`src/rtl/dmem_arbiter_if.sv`:
```
// Bus bundle between the CPU MA stage, the secondary (DMA/debug) requester,
// the data-memory arbiter and the DMEM instance.
// Handshake: a requester raises *_req with its fields and holds them stable
// until completion; the CPU sees completion as cpu_req & ~cpu_stall, the
// secondary port as a one-cycle dma_gnt pulse. Read data is valid only in
// that completion cycle.
interface dmem_arbiter_if;
    logic        cpu_req;
    logic        cpu_we;
    logic [2:0]  cpu_funct3;
    logic [31:0] cpu_addr;
    logic [31:0] cpu_wdata;
    logic        cpu_stall;
    logic [31:0] cpu_rdata;

    logic        dma_req;
    logic        dma_we;
    logic [2:0]  dma_funct3;
    logic [31:0] dma_addr;
    logic [31:0] dma_wdata;
    logic        dma_gnt;
    logic        dma_rvalid;
    logic [31:0] dma_rdata;

    logic        mem_we;
    logic [2:0]  mem_funct3;
    logic [31:0] mem_addr;
    logic [31:0] mem_wdata;
    logic [31:0] mem_rdata;

    // Arbiter view
    modport slave (
        input  cpu_req, cpu_we, cpu_funct3, cpu_addr, cpu_wdata,
        input  dma_req, dma_we, dma_funct3, dma_addr, dma_wdata,
        input  mem_rdata,
        output cpu_stall, cpu_rdata,
        output dma_gnt, dma_rvalid, dma_rdata,
        output mem_we, mem_funct3, mem_addr, mem_wdata
    );

    // Environment view (requesters and memory)
    modport master (
        output cpu_req, cpu_we, cpu_funct3, cpu_addr, cpu_wdata,
        output dma_req, dma_we, dma_funct3, dma_addr, dma_wdata,
        output mem_rdata,
        input  cpu_stall, cpu_rdata,
        input  dma_gnt, dma_rvalid, dma_rdata,
        input  mem_we, mem_funct3, mem_addr, mem_wdata
    );
endinterface

```
`src/rtl/dmem_arbiter.sv`:
```
// Data-memory arbiter: shares single-port DMEM between the CPU MA stage and a
// secondary requester, sequences wait-stated accesses and stalls the CPU while
// it does not own a completing access. Arbitration happens only in IDLE; the
// secondary port is forced through after STARVE_LIMIT consecutive CPU grants.
module dmem_arbiter #(
    parameter int WAIT_STATES  = 0,
    parameter int STARVE_LIMIT = 4
) (
    input  logic         clk,
    input  logic         reset_n,
    dmem_arbiter_if.slave bus,
    output logic [1:0]   dbg_state,
    output logic [3:0]   dbg_starve_cnt
);
    typedef enum logic [1:0] {
        IDLE     = 2'd0,
        BUSY_CPU = 2'd1,
        BUSY_DMA = 2'd2
    } state_t;

    localparam logic [2:0] WS = 3'(WAIT_STATES);
    localparam logic [3:0] SL = 4'(STARVE_LIMIT);

    state_t     state;
    state_t     state_next;
    logic [2:0] wait_cnt;
    logic [3:0] starve_cnt;
    logic       grant_cpu;
    logic       grant_dma;
    logic       own_cpu;
    logic       own_dma;
    logic       complete;

    // State register
    always_ff @(posedge clk or negedge reset_n) begin
        if (!reset_n) state <= IDLE;
        else          state <= state_next;
    end

    // Arbitration, ownership and completion detection
    always_comb begin
        grant_cpu = 1'b0;
        grant_dma = 1'b0;
        own_cpu   = 1'b0;
        own_dma   = 1'b0;
        complete  = 1'b0;
        case (state)
            IDLE: begin
                grant_dma = bus.dma_req && ((starve_cnt == SL) || !bus.cpu_req);
                grant_cpu = bus.cpu_req && !grant_dma;
                own_cpu   = grant_cpu;
                own_dma   = grant_dma;
                complete  = (WS == 3'd0) && (grant_cpu || grant_dma);
            end
            BUSY_CPU: begin
                own_cpu  = 1'b1;
                complete = (wait_cnt == WS);
            end
            BUSY_DMA: begin
                own_dma  = 1'b1;
                complete = (wait_cnt == WS);
            end
            default: ;
        endcase
    end

    // Next-state: zero-wait accesses finish in IDLE, others park in BUSY_x
    always_comb begin
        state_next = state;
        case (state)
            IDLE: begin
                if (WS != 3'd0) begin
                    if (grant_cpu)      state_next = BUSY_CPU;
                    else if (grant_dma) state_next = BUSY_DMA;
                end
            end
            BUSY_CPU, BUSY_DMA: begin
                if (complete) state_next = IDLE;
            end
            default: state_next = IDLE;
        endcase
    end

    // Output decode: memory mux, single write pulse, stall and grant
    always_comb begin
        if (own_dma) begin
            bus.mem_funct3 = bus.dma_funct3;
            bus.mem_addr   = bus.dma_addr;
            bus.mem_wdata  = bus.dma_wdata;
        end else begin
            bus.mem_funct3 = bus.cpu_funct3;
            bus.mem_addr   = bus.cpu_addr;
            bus.mem_wdata  = bus.cpu_wdata;
        end
        bus.mem_we     = reset_n && complete &&
                         ((own_dma && bus.dma_we) || (own_cpu && bus.cpu_we));
        bus.cpu_stall  = reset_n && bus.cpu_req && !(own_cpu && complete);
        bus.dma_gnt    = reset_n && own_dma && complete;
        bus.dma_rvalid = reset_n && own_dma && complete && !bus.dma_we;
        bus.cpu_rdata  = bus.mem_rdata;
        bus.dma_rdata  = bus.mem_rdata;
    end

    // Wait-state counter: 1 on entering BUSY_x, cleared on completion
    always_ff @(posedge clk or negedge reset_n) begin
        if (!reset_n)                           wait_cnt <= 3'd0;
        else if (complete || state_next == IDLE) wait_cnt <= 3'd0;
        else                                     wait_cnt <= wait_cnt + 3'd1;
    end

    // Starvation counter: CPU grants while the secondary port waits
    always_ff @(posedge clk or negedge reset_n) begin
        if (!reset_n)                          starve_cnt <= 4'd0;
        else if (!bus.dma_req || grant_dma)    starve_cnt <= 4'd0;
        else if (grant_cpu && starve_cnt != SL) starve_cnt <= starve_cnt + 4'd1;
    end

    assign dbg_state      = state;
    assign dbg_starve_cnt = starve_cnt;
endmodule
```
`src/flat_wrapper.sv`:
```
// flat-port wrapper written by rule: the top's interface ports become plain ports
module dmem_arbiter_flat 
#(
    parameter int WAIT_STATES  = 0,
    parameter int STARVE_LIMIT = 4
)
  (clk, reset_n, dbg_state, dbg_starve_cnt, bus_cpu_req, bus_cpu_we, bus_cpu_funct3, bus_cpu_addr, bus_cpu_wdata, bus_dma_req, bus_dma_we, bus_dma_funct3, bus_dma_addr, bus_dma_wdata, bus_mem_rdata, bus_cpu_stall, bus_cpu_rdata, bus_dma_gnt, bus_dma_rvalid, bus_dma_rdata, bus_mem_we, bus_mem_funct3, bus_mem_addr, bus_mem_wdata);
  dmem_arbiter_if bus_i ();
  input  logic clk;
  input  logic reset_n;
  output logic [1:0] dbg_state;
  output logic [3:0] dbg_starve_cnt;
  input wire logic [$bits(bus_i.cpu_req)-1:0] bus_cpu_req;
  input wire logic [$bits(bus_i.cpu_we)-1:0] bus_cpu_we;
  input wire logic [$bits(bus_i.cpu_funct3)-1:0] bus_cpu_funct3;
  input wire logic [$bits(bus_i.cpu_addr)-1:0] bus_cpu_addr;
  input wire logic [$bits(bus_i.cpu_wdata)-1:0] bus_cpu_wdata;
  input wire logic [$bits(bus_i.dma_req)-1:0] bus_dma_req;
  input wire logic [$bits(bus_i.dma_we)-1:0] bus_dma_we;
  input wire logic [$bits(bus_i.dma_funct3)-1:0] bus_dma_funct3;
  input wire logic [$bits(bus_i.dma_addr)-1:0] bus_dma_addr;
  input wire logic [$bits(bus_i.dma_wdata)-1:0] bus_dma_wdata;
  input wire logic [$bits(bus_i.mem_rdata)-1:0] bus_mem_rdata;
  output wire logic [$bits(bus_i.cpu_stall)-1:0] bus_cpu_stall;
  output wire logic [$bits(bus_i.cpu_rdata)-1:0] bus_cpu_rdata;
  output wire logic [$bits(bus_i.dma_gnt)-1:0] bus_dma_gnt;
  output wire logic [$bits(bus_i.dma_rvalid)-1:0] bus_dma_rvalid;
  output wire logic [$bits(bus_i.dma_rdata)-1:0] bus_dma_rdata;
  output wire logic [$bits(bus_i.mem_we)-1:0] bus_mem_we;
  output wire logic [$bits(bus_i.mem_funct3)-1:0] bus_mem_funct3;
  output wire logic [$bits(bus_i.mem_addr)-1:0] bus_mem_addr;
  output wire logic [$bits(bus_i.mem_wdata)-1:0] bus_mem_wdata;
  assign bus_i.cpu_req = bus_cpu_req;
  assign bus_i.cpu_we = bus_cpu_we;
  assign bus_i.cpu_funct3 = bus_cpu_funct3;
  assign bus_i.cpu_addr = bus_cpu_addr;
  assign bus_i.cpu_wdata = bus_cpu_wdata;
  assign bus_i.dma_req = bus_dma_req;
  assign bus_i.dma_we = bus_dma_we;
  assign bus_i.dma_funct3 = bus_dma_funct3;
  assign bus_i.dma_addr = bus_dma_addr;
  assign bus_i.dma_wdata = bus_dma_wdata;
  assign bus_i.mem_rdata = bus_mem_rdata;
  assign bus_cpu_stall = bus_i.cpu_stall;
  assign bus_cpu_rdata = bus_i.cpu_rdata;
  assign bus_dma_gnt = bus_i.dma_gnt;
  assign bus_dma_rvalid = bus_i.dma_rvalid;
  assign bus_dma_rdata = bus_i.dma_rdata;
  assign bus_mem_we = bus_i.mem_we;
  assign bus_mem_funct3 = bus_i.mem_funct3;
  assign bus_mem_addr = bus_i.mem_addr;
  assign bus_mem_wdata = bus_i.mem_wdata;
  dmem_arbiter #(.WAIT_STATES(WAIT_STATES), .STARVE_LIMIT(STARVE_LIMIT)) u_core (.clk(clk), .reset_n(reset_n), .bus(bus_i), .dbg_state(dbg_state), .dbg_starve_cnt(dbg_starve_cnt));
endmodule
```
`config.mk`:
```
export PLATFORM = sky130hd
export DESIGN_NAME = dmem_arbiter_flat
export DESIGN_NICKNAME = d
export VERILOG_FILES = /design/src/rtl/dmem_arbiter_if.sv /design/src/rtl/dmem_arbiter.sv /design/src/flat_wrapper.sv
export SDC_FILE = /design/constraint.sdc
export NUM_CORES = 1
export LEC_CHECK = 0
export BUFFER_PORTS_ARGS = -buffer_cell sky130_fd_sc_hd__buf_2
export CORE_AREA = 5 5 118 120
export DETAILED_ROUTE_END_ITERATION = 8
export DIE_AREA = 0 0 123 125
export PLACE_DENSITY = 0.59
export SYNTH_ARGS = -nofsm -noshare
export SYNTH_HDL_FRONTEND = slang
export SYNTH_SLANG_ARGS = --single-unit
```
`constraint.sdc`:
```
create_clock -name clk -period 2.07 [get_ports clk]
set_clock_uncertainty 0.2 [all_clocks]
set_input_delay 0.414 -clock clk [delete_from_list [all_inputs] [get_ports clk]]
set_output_delay 0.414 -clock clk [all_outputs]
set_load 0.02 [all_outputs]
```
Word-level counts from Yosys, hierarchy flattened --
Index checks and enable logic that the tools add are counted. W data, S select, Z words.
Storage, ports and cells: register bits 9, input port bits 172, logic and storage cells 50
Cells by class: add/subtract/negate cells 2, equal/unequal tests 4, multiplexer cells 13, reduce and logical (&&, ||, !) cells 28
Operators by type and width (number):
- $mux W32 | 2
- $logic_and A1 B1 Y1 | 13
- $mux W4 | 2
- $mux W3 | 2
- $pmux W1 S2 | 3
- $logic_not A1 Y1 | 5
- $logic_or A1 B1 Y1 | 5
- $add A4 B1 Y4 const B | 1
- $eq A4 B3 Y1 const B | 1
- $logic_not A2 Y1 | 2
- $ne A4 B3 Y1 const B | 1
- $pmux W2 S2 | 1
- $add A3 B1 Y3 const B | 1
- $logic_not A3 Y1 | 1
- $eq A2 B1 Y1 const B | 1
- $eq A2 B2 Y1 const B | 1
- $mux W1 | 2
- $mux W2 | 1
- $reduce_bool A2 Y1 | 1
- $reduce_or A2 Y1 | 1

Logic depth before layout (Yosys ltp) --
Gate-level depths: netlist of the first run.
word-level depth 12, depth in mapped cells 6, mapped depth without buffers 5

Least setup slack after synthesis of the first run --
OpenSTA, ideal clock, no wires.
kind register -> output, start reg u_core.starve_cnt[0] (netlist: u_core.dbg_starve_cnt[0]), end out bus_mem_wdata[24], arrival time 1.824 ns, path slack -0.368 ns, stages on the path, launching flop included 7, buffers on the path 1, cell sequence dfrtp_1 > inv_1 > ha_1 > nand3b_4 > a31oi_4 > buf_6 > mux2_1
Between the ends: word-level cells in the longest chain between the ends 5
Ends and longest elaborated chain:
- start: declaration | line dmem_arbiter.sv:27 | logic [3:0] starve_cnt;
- start signal: assignment | line dmem_arbiter.sv:115 | else if (grant_cpu && starve_cnt != SL) starve_cnt <= starve_cnt + 4'd1;
- $eq A4 B3 Y1 | line dmem_arbiter.sv:49 | grant_dma = bus.dma_req && ((starve_cnt == SL) || !bus.cpu_req);
- $logic_or A1 B1 Y1 | line dmem_arbiter.sv:49
- $logic_and A1 B1 Y1 | line dmem_arbiter.sv:49
- $pmux W1 S2 | line dmem_arbiter.sv:47 | case (state)
- $mux W32 | line dmem_arbiter.sv:86 | if (own_dma) begin
- end: declaration | line flat_wrapper.sv:32 | output wire logic [$bits(bus_i.mem_wdata)-1:0] bus_mem_wdata;
No other way between the ends.

Final worst setup path of the first run --
start reg u_core.starve_cnt[0] (netlist: u_core.dbg_starve_cnt[0]), end out bus_mem_addr[6]
Between the ends: word-level cells in the longest chain between the ends 5
Ends and longest elaborated chain:
- $eq A4 B3 Y1 | line dmem_arbiter.sv:49
- $logic_or A1 B1 Y1 | line dmem_arbiter.sv:49
- $logic_and A1 B1 Y1 | line dmem_arbiter.sv:49
- $pmux W1 S2 | line dmem_arbiter.sv:47
- $mux W32 | line dmem_arbiter.sv:86
- end: declaration | line flat_wrapper.sv:31 | output wire logic [$bits(bus_i.mem_addr)-1:0] bus_mem_addr;
No other way between the ends.

==> results.txt, run 1 <==
CP peak stage delay = 410 ps
Fin crit period = 2630 ps
PortBufs = 216
Synth Warn # = 0
Failing checks = setup timing
Iter 0 DRT Violations = 62
Synthesized area = 1980 um2
CTS tree = built
Slew HR = 0.716
Fin nets = 572
Unique masters post-synth = 32
Ant. Diodes = 0
CP Max Fanout = 10
FF+latch count, synth = 9
Setup crit start kind = flip-flop
CP Capture Type = output pin
Largest net degree at the start of global routing = 21
Min-delay worst type = primary input to flip-flop
Required time worst endpoint = 1460 ps
Detail Placement HPWL = 7500 um
Vias in the first global route = 2365
Cells after DPL = 548
CTS Root Cell = clkbuf_16
RSZ-0062 raised after global routing = true
Worst-Skew Late Latency = 240 ps
Peak VDD IR = 0.369 mV
Pwr per Cell Area = 353 nW/um2
Lkg Pwr = 1.97 nW
Final hold violation count = 0
Kind of critical path = flip-flop to output pin
Antenna violations before repair = 0
Worst-Margin Slew = 425 ps
Syn Nets = 387
I/O pin cnt = 313
Final wirelength = 9460 um
Share of cells above drive strength 1 = 0.882
Syn Inst Count = 207
Drt drc = 0
Vias = 2234
TritonCTS Buffers = 3
Total track usage = 0.108
Most common cell after layout, fill and taps aside = buf_2
Site Rows = 42
H-tree lvl count = 1
Final setup margin = -564 ps
GPL Wtd Cong = 0.814
Final Max Tran Viols = 0
CTS max path bufs = 2
Area growth syn-to-layout = 84.2%
Placeable Area = 12900 um2
Arr. time, crit path = 2020 ps
Total iterations of the first detailed-routing run = 4
Die Y = 125 um
Crit path cell chain = inv_2 -> ha_4 -> nand3b_4 -> a31oi_4 -> buf_4 -> buf_12 -> mux2_4 -> buf_2
Synthesized area per cell = 9.59 um2
Clock sinks = 9
Max-cap violation count = 0
Reg clk slew, reported paths = 40 ps
Commonest cells after routing, fill and taps aside = buf_2 (197), mux2_4 (67), buf_4 (29)
Seq/Total Area, Yosys = 0.113
Status = finished with violations
Tcrit/Tclk final = 1.27
Die X = 123 um
Starting Density = 0.154
Critical path's slowest cell = dfrtp_2
Power Total = 1.29 mW
FMAX = 0.380 GHz
Post-Layout Cell Count = 567
Total grt overflow = 0
Via density = 3.94
First-pass GRT wire length = 13100 um
Final setup vio count = 71
Hold WS = 304 ps
Area of the die = 15400 um2
Routed wire per std cell = 16.7 um
Post-route ant nets = 0
repair_timing:
item                                    CTS  global route
hold buffers                              1             0
resized for setup                        44             9
cloned                                    3             2
hold endpoints to repair                  9             0
buffers inserted                          9             1
endpoints found under the setup margin   71            71
pin swaps                                 3             1
sequential cells by signal, summed over array words and instances, names as in the netlist:
signal                 flops
u_core.dbg_starve_cnt      4
u_core.dbg_state           2
u_core.wait_cnt            3
cell usage after synthesis (all sizes together):
cell type	number	area share
o22a	1	0.0044
nor3	2	0.0050
nand4	3	0.0095
ha	8	0.050
xnor2	1	0.0044
a31oi	2	0.014
a32o	1	0.0050
nand3	2	0.0050
nor2	3	0.0057
nand2	2	0.0038
clkbuf	1	0.0019
buf	72	0.28
and3	1	0.0032
nand3b	2	0.014
a21oi	4	0.010
mux2	68	0.39
a211oi	1	0.0038
and4b	2	0.010
nand2b	3	0.0095
nor2b	1	0.0032
and2	1	0.0032
nand4b	3	0.013
inv	8	0.015
a31o	1	0.0044
a21boi	4	0.015
dfrtp	9	0.11
o21ai	1	0.0025
worst max-delay path: cells and delay by family, from the launching register on:
kind | cells | cell delay (ps)
adder cells (fa/ha/maj) | 1 | 150
AO/OA/AOI/OAI | 1 | 210
buffers and inverters | 4 | 580
flip-flops | 1 | 410
multiplexers | 1 | 310
AND/OR/NAND/NOR | 1 | 90
metrics by stage:
| step | setup TNS, ps | util | area [um2] | setup slack (ps) |
|---|---|---|---|---|
| after CTS | -37420 | 0.277 | 3570 | -580 |
| after detailed placement | -22130 | 0.248 | 3190 | -351 |
| after floorplan | -14300 | - | 2270 | -211 |
| after global placement | -18520 | 0.248 | 3190 | -298 |
| after global routing | -41700 | 0.284 | 3650 | -627 |
| final | -36970 | 0.284 | 3650 | -564 |
power by group:
| part | internal [mW] | leakage [nW] | total [mW] | switching (mW) |
|---|---|---|---|---|
| Sequential | 0.179 | 0.118 | 0.180 | 0.00144 |
| Combinational | 0.414 | 1.81 | 0.761 | 0.346 |
| Clock | 0.258 | 0.0382 | 0.349 | 0.0912 |
| Total | 0.852 | 1.97 | 1.29 | 0.439 |
final timing paths:
| check | from | to | slack, ps | cells past startpoint |
|---|---|---|---|---|
| setup / recovery | u_core.dbg_starve_cnt[0] | bus_mem_addr[6] | -560 | 8 |
| hold / removal | bus_dma_req | u_core.dbg_starve_cnt[1] | 300 | 2 |
| setup reg to reg | u_core.dbg_state[1] | u_core.dbg_starve_cnt[2] | 240 | 8 |
| hold reg to reg | u_core.wait_cnt[0] | u_core.wait_cnt[0] | 340 | 2 |
| max in group asynchronous | reset_n | u_core.dbg_state[0] | 730 | 3 |
| min in group asynchronous | reset_n | u_core.dbg_starve_cnt[2] | 620 | 3 |
logic make-up (layout without fill, tap and decap cells):
group                    Yosys count  count (layout)  synth area share
adder cells (fa/ha/maj)            8               8            0.0504
flip-flops                         9               9             0.113
multiplexers                      68              68             0.386
AND/OR/NAND/NOR                   25              25            0.0851
buffers and inverters             81             265             0.301
AO/OA/AOI/OAI                     15              15            0.0593
XOR/XNOR                           1               1           0.00441
layer usage:
metal | vias up | GRT usage | routed length, um
met5 | - | 0 | 0
met4 | 0 | 0.0221 | 93
met3 | 11 | 0.0366 | 1050
met2 | 165 | 0.188 | 4540
met1 | 1026 | 0.127 | 3770
li1 | 1032 | - | -
final cells by class:
| cell class | instances | area (um2) |
|---|---|---|
| Sequential cell | 9 | 230 |
| Inverter | 8 | 32.5 |
| Fill cell | 1320 | 9220 |
| Timing Repair Buffer | 253 | 1600 |
| Multi-Input combinational cell | 117 | 1490 |
| Clock buffer | 4 | 78.8 |
| Tap cell | 176 | 220 |
Note: power is estimated with default switching activity, not from simulation.
==> inputs of run 2 (changes only) <==
BUFFER_PORTS_ARGS = -buffer_cell sky130_fd_sc_hd__buf_4   (was -buffer_cell sky130_fd_sc_hd__buf_2)
CORE_AREA = 2 2 122 124   (was 5 5 118 120)
DIE_AREA = 0 0 124 126   (was 0 0 123 125)
PLACE_DENSITY = 0.55   (was 0.59)
==> run 2 against run 1 <==
The flow still finishes with violations (setup timing). Wire length shrank 11%. Largest cell class unchanged. Total power up 9.7%. Non-clock buffer count down 2. Sequential share of layout area down 0.89 points.
==> results.txt, run 2 (synthesis results as in run 1) <==
Required time worst endpoint = 1460 ps (about the same)
FMAX = 0.385 GHz (+1.3%)
Reg clk slew, reported paths = 40 ps (about the same)
Layout Utilization = 0.297 (+0.0135)
# fillers = 1474 (+12%)
Final hold violation count = 0 (unchanged)
Met1 GRT Util = 0.0963 (-0.0312)
Iter 0 DRT Violations = 26 (-58%)
Min-delay worst type = flip-flop to flip-flop
Area of the die = 15600 um2 (+1.6%)
First-pass GRT wire length = 10400 um (-20%)
M2 GR Usage = 0.145 (-0.0421)
Hold WS = 270 ps (-33.7 ps)
Final setup margin = -531 ps (+33.1 ps)
Worst-Skew Late Latency = 230 ps (about the same)
Starting Density = 0.139 (-0.0155)
Final Cell Area = 4260 um2 (+16%)
Kind of critical path = flip-flop to output pin
Failing checks = setup timing
Most Crowded Layer GR = met2
I/O pin cnt = 313 (unchanged)
Antenna violations before repair = 0 (unchanged)
Final setup vio count = 71 (unchanged)
Slew HR = 0.708 (-0.00759)
Die X = 124 um (+0.81%)
Total iterations of the first detailed-routing run = 4 (unchanged)
GPL Wtd Cong = 0.746 (-8.3%)
Worst-Margin Slew = 437 ps (+11.3 ps)
Post-DP Area = 3720 um2 (+17%)
Clock sinks = 9 (unchanged)
Vias = 2177 (-2.6%)
CTS tree = built
TritonCTS Buffers = 3 (unchanged)
Pwr per Cell Area = 333 nW/um2 (-5.8%)
Ant. Diodes = 0 (unchanged)
Final wirelength = 8380 um (-11%)
RSZ-0062 raised after global routing = true
Most common cell after layout, fill and taps aside = buf_4
Detail Placement HPWL = 6320 um (-16%)
Fin crit period = 2600 ps (-33.1 ps)
Routed wire per std cell = 14.6 um (-12%)
Setup TNS = -33640 ps (+3330 ps)
Total grt overflow = 0 (unchanged)
Setup crit start kind = flip-flop
Max reg flops = 4 (unchanged)
Fin nets = 570 (-0.35%)
Site Rows = 44 (+4.8%)
Peak VDD IR = 0.293 mV (-21%)
Total track usage = 0.0839 (-0.0237)
Placeable Area = 14300 um2 (+11%)
Via density = 3.80 (-3.6%)
Met3 usage = 0.0344 (-0.00217)
Drt drc = 0 (unchanged)
Area growth syn-to-layout = 115%
Post-route ant nets = 0 (unchanged)
CP Capture Type = output pin
Vias in the first global route = 2073 (-12%)
Final Max Tran Viols = 0 (unchanged)
CTS max path bufs = 2 (unchanged)
Tcrit/Tclk final = 1.26 (-0.0160)
CTS Root Cell = clkbuf_16
Max-cap violation count = 0 (unchanged)
H-tree lvl count = 1 (unchanged)
Place WS = -319 ps (+31.6 ps)
PortBufs = 216 (unchanged)
CP Max Fanout = 18 (+8)
Largest net degree at the start of global routing = 36 (+71%)
Lkg Pwr = 2.14 nW (+9.0%)
Status = finished with violations
Die Y = 126 um (+0.80%)
Arr. time, crit path = 1990 ps (-30 ps)
Share of cells above drive strength 1 = 0.884 (+0.00197)
Commonest cells after routing, fill and taps aside = buf_4 (195), mux2_4 (67), buf_6 (48)
-- run 2: changes by cell type in the layout (fill, tap and decap cells not counted), moves of 2 or more --
cell       before  now
buf_16          3    1
buf_4          29  195
clkbuf_16       5    7
buf_2         197    0
ha_1            5    3
buf_6          18   48
-- run 2: final cells by class --
class	instances	area, um2	share of cell area
clock buffers	4	78.8	0.0185
well taps	184	230	0.0541
flip-flops and latches	9	230	0.0541
multi-input cells	117	1500	0.353
repair buffers	251	2180	0.513
inverters	8	32.5	0.00764
-- run 2: critical path, stage by stage (launching register included) --
cell and delay (ps):
dfrtp_2 400, inv_2 80, ha_4 140, nand3b_4 90, a31oi_4 180, buf_12 170
buf_12 190, mux2_4 330, buf_4 160
-- run 2: through the flow --
step / cells / total power, mW
finish: 573 / 1.42
global route: 573 / 1.49
CTS: 564 / 1.34
detailed placement: 553 / 0.986
global placement: 553 / 0.978
floorplan: 207 / 0.764
-- run 2: worst paths after layout --
kind | from | end | slack [ps] | depth (start not counted)
max | u_core.dbg_starve_cnt[0] | bus_mem_addr[2] | -530 | 8
min | u_core.wait_cnt[0] | u_core.wait_cnt[0] | 270 | 1
max reg2reg | u_core.dbg_state[0] | u_core.dbg_starve_cnt[2] | 260 | 8
min reg2reg | u_core.wait_cnt[0] | u_core.wait_cnt[0] | 270 | 1
max in group asynchronous | reset_n | u_core.dbg_state[1] | 840 | 2
min in group asynchronous | reset_n | u_core.dbg_starve_cnt[3] | 500 | 2
-- run 2: routing by layer --
| metal | share of wire | vias up |
|---|---|---|
| met3 | 0.12 | 4 |
| met4 | 0.0042 | 0 |
| li1 | - | 1024 |
| met2 | 0.51 | 154 |
| met5 | 0 | - |
| met1 | 0.37 | 995 |
-- run 2: where the power goes --
group / internal [mW] / total, mW / switching [mW]
Clock: 0.257 / 0.339 / 0.0821
Sequential: 0.179 / 0.180 / 0.00123
Combinational: 0.553 / 0.896 / 0.343
-- run 2: timing repair --
action | in CTS | in global routing
setup endpoints to repair | 71 | 71
pin swaps | 6 | 1
hold buffers | 1 | 0
endpoints found under the hold margin | 9 | 0
setup buffers | 6 | 5
cloned | 0 | 5
resized for setup | 10 | 51
